--- config.mk ---
export PLATFORM = sky130hd
export DESIGN_NAME = seq_shift_add_multiplier
export DESIGN_NICKNAME = d
export VERILOG_FILES = /design/src/rtl/seq_shift_add_multiplier.sv
export SDC_FILE = /design/constraint.sdc
export NUM_CORES = 1
export LEC_CHECK = 0
export CAP_MARGIN = 10
export CORE_AREA = 2 2 53 74
export DETAILED_ROUTE_END_ITERATION = 16
export DIE_AREA = 0 0 55 76
export PLACE_DENSITY = 0.74
export SYNTH_ARGS = -nofsm -noshare
export SYNTH_HDL_FRONTEND = slang
export SYNTH_SLANG_ARGS = --single-unit
--- constraint.sdc ---
create_clock -name clock -period 2.6 [get_ports clock]
set_clock_uncertainty 0.05 [all_clocks]
set_input_delay 0.26 -clock clock [delete_from_list [all_inputs] [get_ports clock]]
set_output_delay 0.26 -clock clock [all_outputs]
set_load 0.005 [all_outputs]
--- src/rtl/seq_shift_add_multiplier.sv ---
// seq_shift_add_multiplier: sequential shift-and-add multiplier, one partial product per clock.
// Define MULT_SIGNED_EN for two's-complement operands (final partial product subtracted).
module seq_shift_add_multiplier #(
   parameter int WIDTH = 4
) (
   input  logic               clock,
   input  logic               reset,
   input  logic               start,
   input  logic [WIDTH-1:0]   multiplicand,
   input  logic [WIDTH-1:0]   multiplier,
   output logic               ready,
   output logic               busy,
   output logic [2*WIDTH-1:0] product,
   output logic               valid,
   input  logic               ack
);
   localparam int CNT_W = $clog2(WIDTH);
   localparam int PW = 2 * WIDTH;
   typedef enum logic [1:0] {IDLE, BUSY, DONE} state_t;
   state_t state, state_nxt;
   logic [WIDTH-1:0] m, q;
   logic [PW-1:0] acc, m_ext, pp, acc_nxt;
   logic [CNT_W-1:0] k;
   logic last;
   always_comb begin
      last = k == CNT_W'(WIDTH - 1);
`ifdef MULT_SIGNED_EN
      m_ext = {{WIDTH{m[WIDTH-1]}}, m};
      pp = q[k] ? m_ext << k : '0;
      // the sign bit of Q carries negative weight
      acc_nxt = last ? acc - pp : acc + pp;
`else
      m_ext = {{WIDTH{1'b0}}, m};
      pp = q[k] ? m_ext << k : '0;
      acc_nxt = acc + pp;
`endif
   end
   always_comb begin
      ready = state == IDLE;
      busy = state == BUSY;
      valid = state == DONE;
      state_nxt = (state == IDLE && start) ? BUSY :
                  (state == BUSY && last)  ? DONE :
                  (state == DONE && ack)   ? IDLE : state;
   end
   always_ff @(posedge clock or posedge reset)
      if (reset) state <= IDLE;
      else state <= state_nxt;
   always_ff @(posedge clock or posedge reset)
      if (reset) begin
         m <= '0;
         q <= '0;
         acc <= '0;
         k <= '0;
         product <= '0;
      end else if (state == IDLE && start) begin
         m <= multiplicand;
         q <= multiplier;
         acc <= '0;
         k <= '0;
      end else if (state == BUSY) begin
         acc <= acc_nxt;
         k <= last ? '0 : k + CNT_W'(1);
         if (last) product <= acc_nxt;
      end
endmodule

==> results of run 1 <==
final timing paths:
path                                        startpoint                endpoint  slack [ps]  cells past startpoint
worst min register to register  product[2]$_DFFE_PP0P_  product[2]$_DFFE_PP0P_         430                      2
worst min-delay path                             reset        q[2]$_DFFE_PP0P_         290                      3
min in group clock              product[2]$_DFFE_PP0P_  product[2]$_DFFE_PP0P_         430                      2
worst max-delay path                  k[0]$_DFFE_PP0P_      acc[7]$_DFFE_PP0P_          30                      8
worst max register to register        k[0]$_DFFE_PP0P_      acc[7]$_DFFE_PP0P_          30                      8
max in group asynchronous                        reset        k[1]$_DFFE_PP0P_        1930                      3
where the power goes:
part	internal [mW]	total [mW]	switching, mW
Clock	0.206	0.345	0.139
Combinational	0.657	1.22	0.563
Sequential	0.633	0.806	0.172
state kept, by name, summed over array words and instances (netlist names):
signal   flops
m            4
k            2
acc          8
state        2
q            4
product      8
repair_timing:
action / CTS / global route
pin swaps: 4 / 2
hold buffers: 0 / 0
resized for setup: 2 / 7
setup buffers: 2 / 1
hold endpoints to repair: 0 / 0
endpoints found under the setup margin: 3 / 5
cell families (layout without fill, tap and decap cells):
kind of cell,count (synthesis),in the layout,share of synthesized area (%)
compound gates,37,37,16.6
xor+xnor,3,3,1.74
fa+ha+maj,9,9,7.94
buf+inv,12,39,3.23
flops,28,28,46.3
mux,14,14,11.1
simple gates,40,40,13.1
cell type report:
class                   instances  area share [%]
clock buffers                   3            2.13
inverters                       7            1.36
flip-flops and latches         28            36.2
multi-input cells             103            42.3
clock inverters                 1            1.55
well taps                      42            2.71
repair buffers                 28            13.7
synth_stat cells:
cell type and count:
dfrtp_1 28, nand2_1 19, mux2_2 12, o21ai_0 10, ha_1 8, inv_1 7, a21oi_1 6, and2_1 5
a22o_1 4, nor2_1 4, o31ai_1 4, a21o_1 3, buf_2 3, o21a_1 3, a21oi_2 2, clkbuf_1 2
nand3_1 2, nand3b_1 2, nor4_1 2, xnor2_1 2, a221o_1 1, and4_1 1, fa_1 1, mux2i_1 1
mux4_2 1, nand4_1 1, nor2b_1 1, nor3_1 1, nor4bb_1 1, o211a_1 1, o21ai_1 1, o31a_1 1
o31a_2 1, or3_1 1, xor2_1 1
worst max-delay path, stage by stage, from the launching register on:
cell and delay [ps]:
dfrtp_1 420, mux4_2 530, o211a_1 170, ha_4 250, a21o_1 180, a21oi_2 150, a21oi_2 90, or3_1 320
a221o_1 290
layer usage:
| metal | track usage, % | part of all wire, % | wire length (µm) | up-vias |
|---|---|---|---|---|
| met5 | 0 | 0 | 0 | - |
| met4 | 10.7 | 4.9 | 154 | 0 |
| met3 | 2.55 | 3.4 | 106 | 16 |
| met2 | 27.9 | 54 | 1700 | 32 |
| met1 | 19.4 | 38 | 1180 | 547 |
| li1 | - | - | - | 565 |
per-stage QoR:
stage	util [%]	instances	area, µm²
final	54.2	212	1940
after global routing	54.2	212	1940
after CTS	53.1	211	1900
after detailed placement	50.2	205	1800
after global placement	50.2	205	1800
after floorplan	-	143	1530
==> run_results.csv, run 1 <==
group,metric,value,unit
grt,antenna_found_initial,0,
worst_setup_path,crit_fanout,3,
die,row_count,26,
yosys,yosys-top-cells-area,"dfrtp_1, mux2_2, ha_1",
sta,maxSlewHeadroom,44.5,%
power,p_per_area,1220,mW/mm²
power,finalPower,2.37,mW
cts,root_buffer,"clkbuf_8",
yosys,yosysSeqAreaShare,46.3,%
cells_and_area,nets,192,
cells_and_area,drive_gt1_share,20.6,%
worst_setup_path,required,2710,ps
sta,whs,289,ps
sta,timing.final.hold_violations,0,
cells_and_area,layout_commonest_cell,"dfrtp_1",
sta,max_slew.worst_pin.slew,827,ps
cells_and_area,nFillCells,328,
cells_and_area,seq_area,702,µm²
yosys,ys_types,35,
placement,dp_hpwl,2.39,mm
worst_setup_path,critPathCaptureType,"flop",
die,core_region_area,0.00358,mm²
job,max_cap_violations,0,
drt,firstDrtPassIters,4,
min_path,hp-class,"in2async",
worst_setup_path,criticalPathCategory,"reg2reg",
cells_and_area,diodes,0,
die,die_y,76,µm
drt,drc_errors,0,
sta,clock.fmax,390,MHz
grt,grt_pass1_wl,5.26,mm
yosys,synth_cells,143,
power,p_leak,0.870,nW
grt,grt_start_max_net_pins,29,
yosys,synth_area,0.00151,mm²
cells_and_area,multi_input_area,821,µm²
cts,cts.sinks,28,
die,die_width,55,µm
cts,clk_latency,280,ps
grt,grt_pass1_vias,1225,
cells_and_area,areaGrowthSynthToFinish,28.1,%
grt,track_usage,17.0,%
yosys,post-synth-top-area-cell,"dfrtp_1",
sta,worst_slack,33.5,ps
die,die_area,0.00418,mm²
die,ios,23,
yosys,synth-seq-cells,28,
yosys,postSynthAreaPerCell,10.6,µm²
drt,wire_per_inst,14.8,µm
grt,gr-total-overflow,0,
power,peakVddDrop,0.618,mV
drt,drt_iter0_drc,12,
placement,place.gp.congestion,0.848,
placement,numPortBuffers,22,
sta,fin_crit_sh,98.7,%
cts,cts.htree.levels,1,
cts,clk_path_buf_depth,2,
sta,rsz0062_at_grt,"yes",
worst_setup_path,worstPathArrival,2680,ps
die,start_util,42.3,%
worst_setup_path,critPathLaunchType,"flop",
yosys,yosysWarningCount,0,
drt,wirelength,3.13,mm
placement,pre_cts_ws,-42.4,ps
sta,finalSetupViolations,0,
drt,vias,1160,
outcome,status,"finished clean",
yosys,synth_top_area_share,46.3,%
cts,cts_tree,"built",
cts,cts_buffers,3,
cells_and_area,final_cell_mix,"dfrtp_1, clkdlybuf4s50_1, nand2_1, mux2_2, o21ai_0",
yosys,synth_nets,164,
drt,via_per_inst,5.47,
cts,cts.clk_slew.worst_paths,100,ps
sta,period_needed,2570,ps
sta,maxSlewViolCount,0,
drt,drtAntennaViolNets,0,
sta,tns,0,ps
Power figures use the tool's default switching activity.
==> run 2, diff against run 1 <==
--- a/config.mk
+++ b/config.mk
@@ -5,7 +5,7 @@
 export SDC_FILE = /design/constraint.sdc
 export NUM_CORES = 1
 export LEC_CHECK = 0
-export CAP_MARGIN = 10
+export CAP_MARGIN = 20
 export CORE_AREA = 2 2 53 74
 export DETAILED_ROUTE_END_ITERATION = 16
 export DIE_AREA = 0 0 55 76
==> results of run 2 <==
The final DEF is identical to that of run 1; final timing and power are the same.
==> run 3, diff against run 2 <==
--- a/config.mk
+++ b/config.mk
@@ -9,7 +9,8 @@
 export CORE_AREA = 2 2 53 74
 export DETAILED_ROUTE_END_ITERATION = 16
 export DIE_AREA = 0 0 55 76
-export PLACE_DENSITY = 0.74
+export PLACE_DENSITY = 0.76
+export SLEW_MARGIN = 20
 export SYNTH_ARGS = -nofsm -noshare
 export SYNTH_HDL_FRONTEND = slang
 export SYNTH_SLANG_ARGS = --single-unit
==> run 3 against run 2 <==
  * Count of clock-buffer cells in the layout rose by 1
  * Highest routed layer unchanged
  * Critical path depth did not move
  * Clock power is 22% lower
  * Sequential cell count stayed put
  * Global-route usage up 0.45 points
  * Sequential power about the same
  * Utilization shrank 1.3 points
  * Non-clock buffer count down 3
  * First-iteration DRC count grew to 2.5 times the previous value
  * Register-to-register slack improved by 20 ps
  * Fmax up 0.72%
==> run_results.csv, run 3 (synthesis results as in run 1) <==
group,metric,value,unit
outcome,status,"finished clean",
drt,wire_per_inst,14.8,µm
sta,max_slew.worst_pin.slew,862,ps
power,finalPower,2.27,mW
grt,antenna_found_initial,0,
cells_and_area,areaGrowthSynthToFinish,25.1,%
worst_setup_path,worstPathArrival,2660,ps
cts,cts.clk_slew.worst_paths,90,ps
cts,clk_latency,270,ps
job,max_cap_violations,0,
cells_and_area,diodes,0,
grt,grt_pass1_vias,1188,
worst_setup_path,crit_fanout,5,
die,die_width,55,µm
worst_setup_path,critPathLaunchType,"flop",
cells_and_area,nets,189,
drt,drt_iter0_drc,30,
cts,postCtsHoldBufs,0,
cts,root_buffer,"clkbuf_8",
grt,grt_pass1_wl,5.38,mm
sta,timing.final.hold_violations,0,
power,pwr-share-seq,35.6,%
die,ios,23,
power,p_per_area,1200,mW/mm²
sta,rsz0062_at_grt,"yes",
cells_and_area,drive_gt1_share,18.0,%
min_path,hp-class,"in2async",
cells_and_area,layout_commonest_cell,"dfrtp_1",
worst_setup_path,r2r_cells,8,
cts,postCtsSetupBuffers,0,
worst_setup_path,criticalPathCategory,"reg2reg",
die,die_area,0.00418,mm²
power,peakVddDrop,0.698,mV
worst_setup_path,critPathCaptureType,"flop",
die,row_count,26,
power,p_leak,0.846,nW
power,switchingPower,0.861,mW
placement,numPortBuffers,22,
sta,fin_crit_sh,98.0,%
placement,pre_cts_ws,-1.41,ps
cts,cts.htree.levels,1,
grt,track_usage,17.4,%
drt,via_per_inst,5.56,
grt,gr-total-overflow,0,
die,die_y,76,µm
sta,maxSlewViolCount,0,
cells_and_area,nFillCells,332,
cells_and_area,fin_cells,209,
placement,dp_hpwl,2.35,mm
placement,dp.cells,205,
cells_and_area,final_cell_mix,"dfrtp_1, clkdlybuf4s50_1, nand2_1, mux2_2, o21ai_0",
drt,firstDrtPassIters,4,
drt,wirelength,3.09,mm
sta,clock.fmax,392,MHz
cts,cts_buffers,3,
power,switching_share,38.0,%
drt,drtAntennaViolNets,0,
power,pwr-share-comb,52.5,%
power,p_int,1.41,mW
cells_and_area,largestRegisters,"acc (8), product (8)",
drt,vias,1161,
drt,drc_errors,0,
sta,worst_slack,51.9,ps
cts,cts_tree,"built",
grt,grt_start_max_net_pins,29,
worst_setup_path,r2r-start,"k[0]$_DFFE_PP0P_",
cts,cts.sinks,28,
sta,tns,0,ps
placement,place.gp.congestion,0.851,
sta,finalSetupViolations,0,
worst_setup_path,r2r-end,"acc[7]$_DFFE_PP0P_",
die,start_util,42.3,%
cts,clk_path_buf_depth,2,
sta,period_needed,2550,ps
die,core_region_area,0.00358,mm²
power,pwr-share-clk,11.9,%
worst_setup_path,reg2reg_slack,50,ps
worst_setup_path,required,2720,ps
sta,maxSlewHeadroom,42.2,%
worst_setup_path,crit_start,"k[0]$_DFFE_PP0P_",
[run 3: cell types whose count changed in the layout (fill, tap and decap cells not counted), sizes merged]
cell,change
buf,-3
bufinv,-1
clkbuf,+1
[run 3: worst max-delay path by stage]
stage	cells past startpoint	slack (ps)	endpoint
floorplan	9	70	acc[7]$_DFFE_PP0P_
global placement	8	90	acc[7]$_DFFE_PP0P_
detailed placement	8	-1	acc[6]$_DFFE_PP0P_
CTS	8	3	acc[7]$_DFFE_PP0P_
global route	9	-50	acc[7]$_DFFE_PP0P_
finish	8	50	acc[7]$_DFFE_PP0P_
[run 3: power by group through the flow]
stage	clock network [mW]	logic (mW)	registers, mW
floorplan	0	0.797	0.756
global route	0.296	1.32	0.841
finish	0.269	1.19	0.807
global placement	0	1.07	0.791
CTS	0.275	1.16	0.798
detailed placement	0	1.13	0.804
[run 3: worst max-delay path: stages, from the launching register on]
cell,delay (ps)
dfrtp_1,400
mux4_2,530
o211a_1,170
ha_4,250
a21o_1,190
a21oi_2,160
a21oi_2,90
or3_1,320
a221o_1,300
[run 3: through the flow]
step / hold WS, ps / instance area, µm² / util [%]
3_3_place_gp: 411 / 1800 / 50.2
4_1_cts: 318 / 1870 / 52.1
3_5_place_dp: 418 / 1800 / 50.2
6_report: 299 / 1890 / 52.9
2_1_floorplan: 275 / 1530 / -
5_1_grt: 338 / 1890 / 52.9
[run 3: metal layers]
layer	GRT usage (%)	share of wire, %
met1	21.9	39
met2	28.5	56
met3	2.75	2.7
met4	7.56	2.2
met5	0	0
[run 3: timing repair]
action	in CTS	in global routing
resized for setup	1	6
pin swaps	0	5
endpoints found under the setup margin	2	4
[run 3: final cells by class]
| type | count | area [µm²] | share of cell area (%) |
|---|---|---|---|
| Timing Repair Buffer | 25 | 243 | 12.8 |
| Clock buffer | 4 | 55.1 | 2.91 |
| Inverter | 7 | 26.3 | 1.39 |
| Tap cell | 42 | 52.6 | 2.78 |
| Multi-Input combinational cell | 103 | 813 | 43.0 |
| Sequential cell | 28 | 702 | 37.1 |
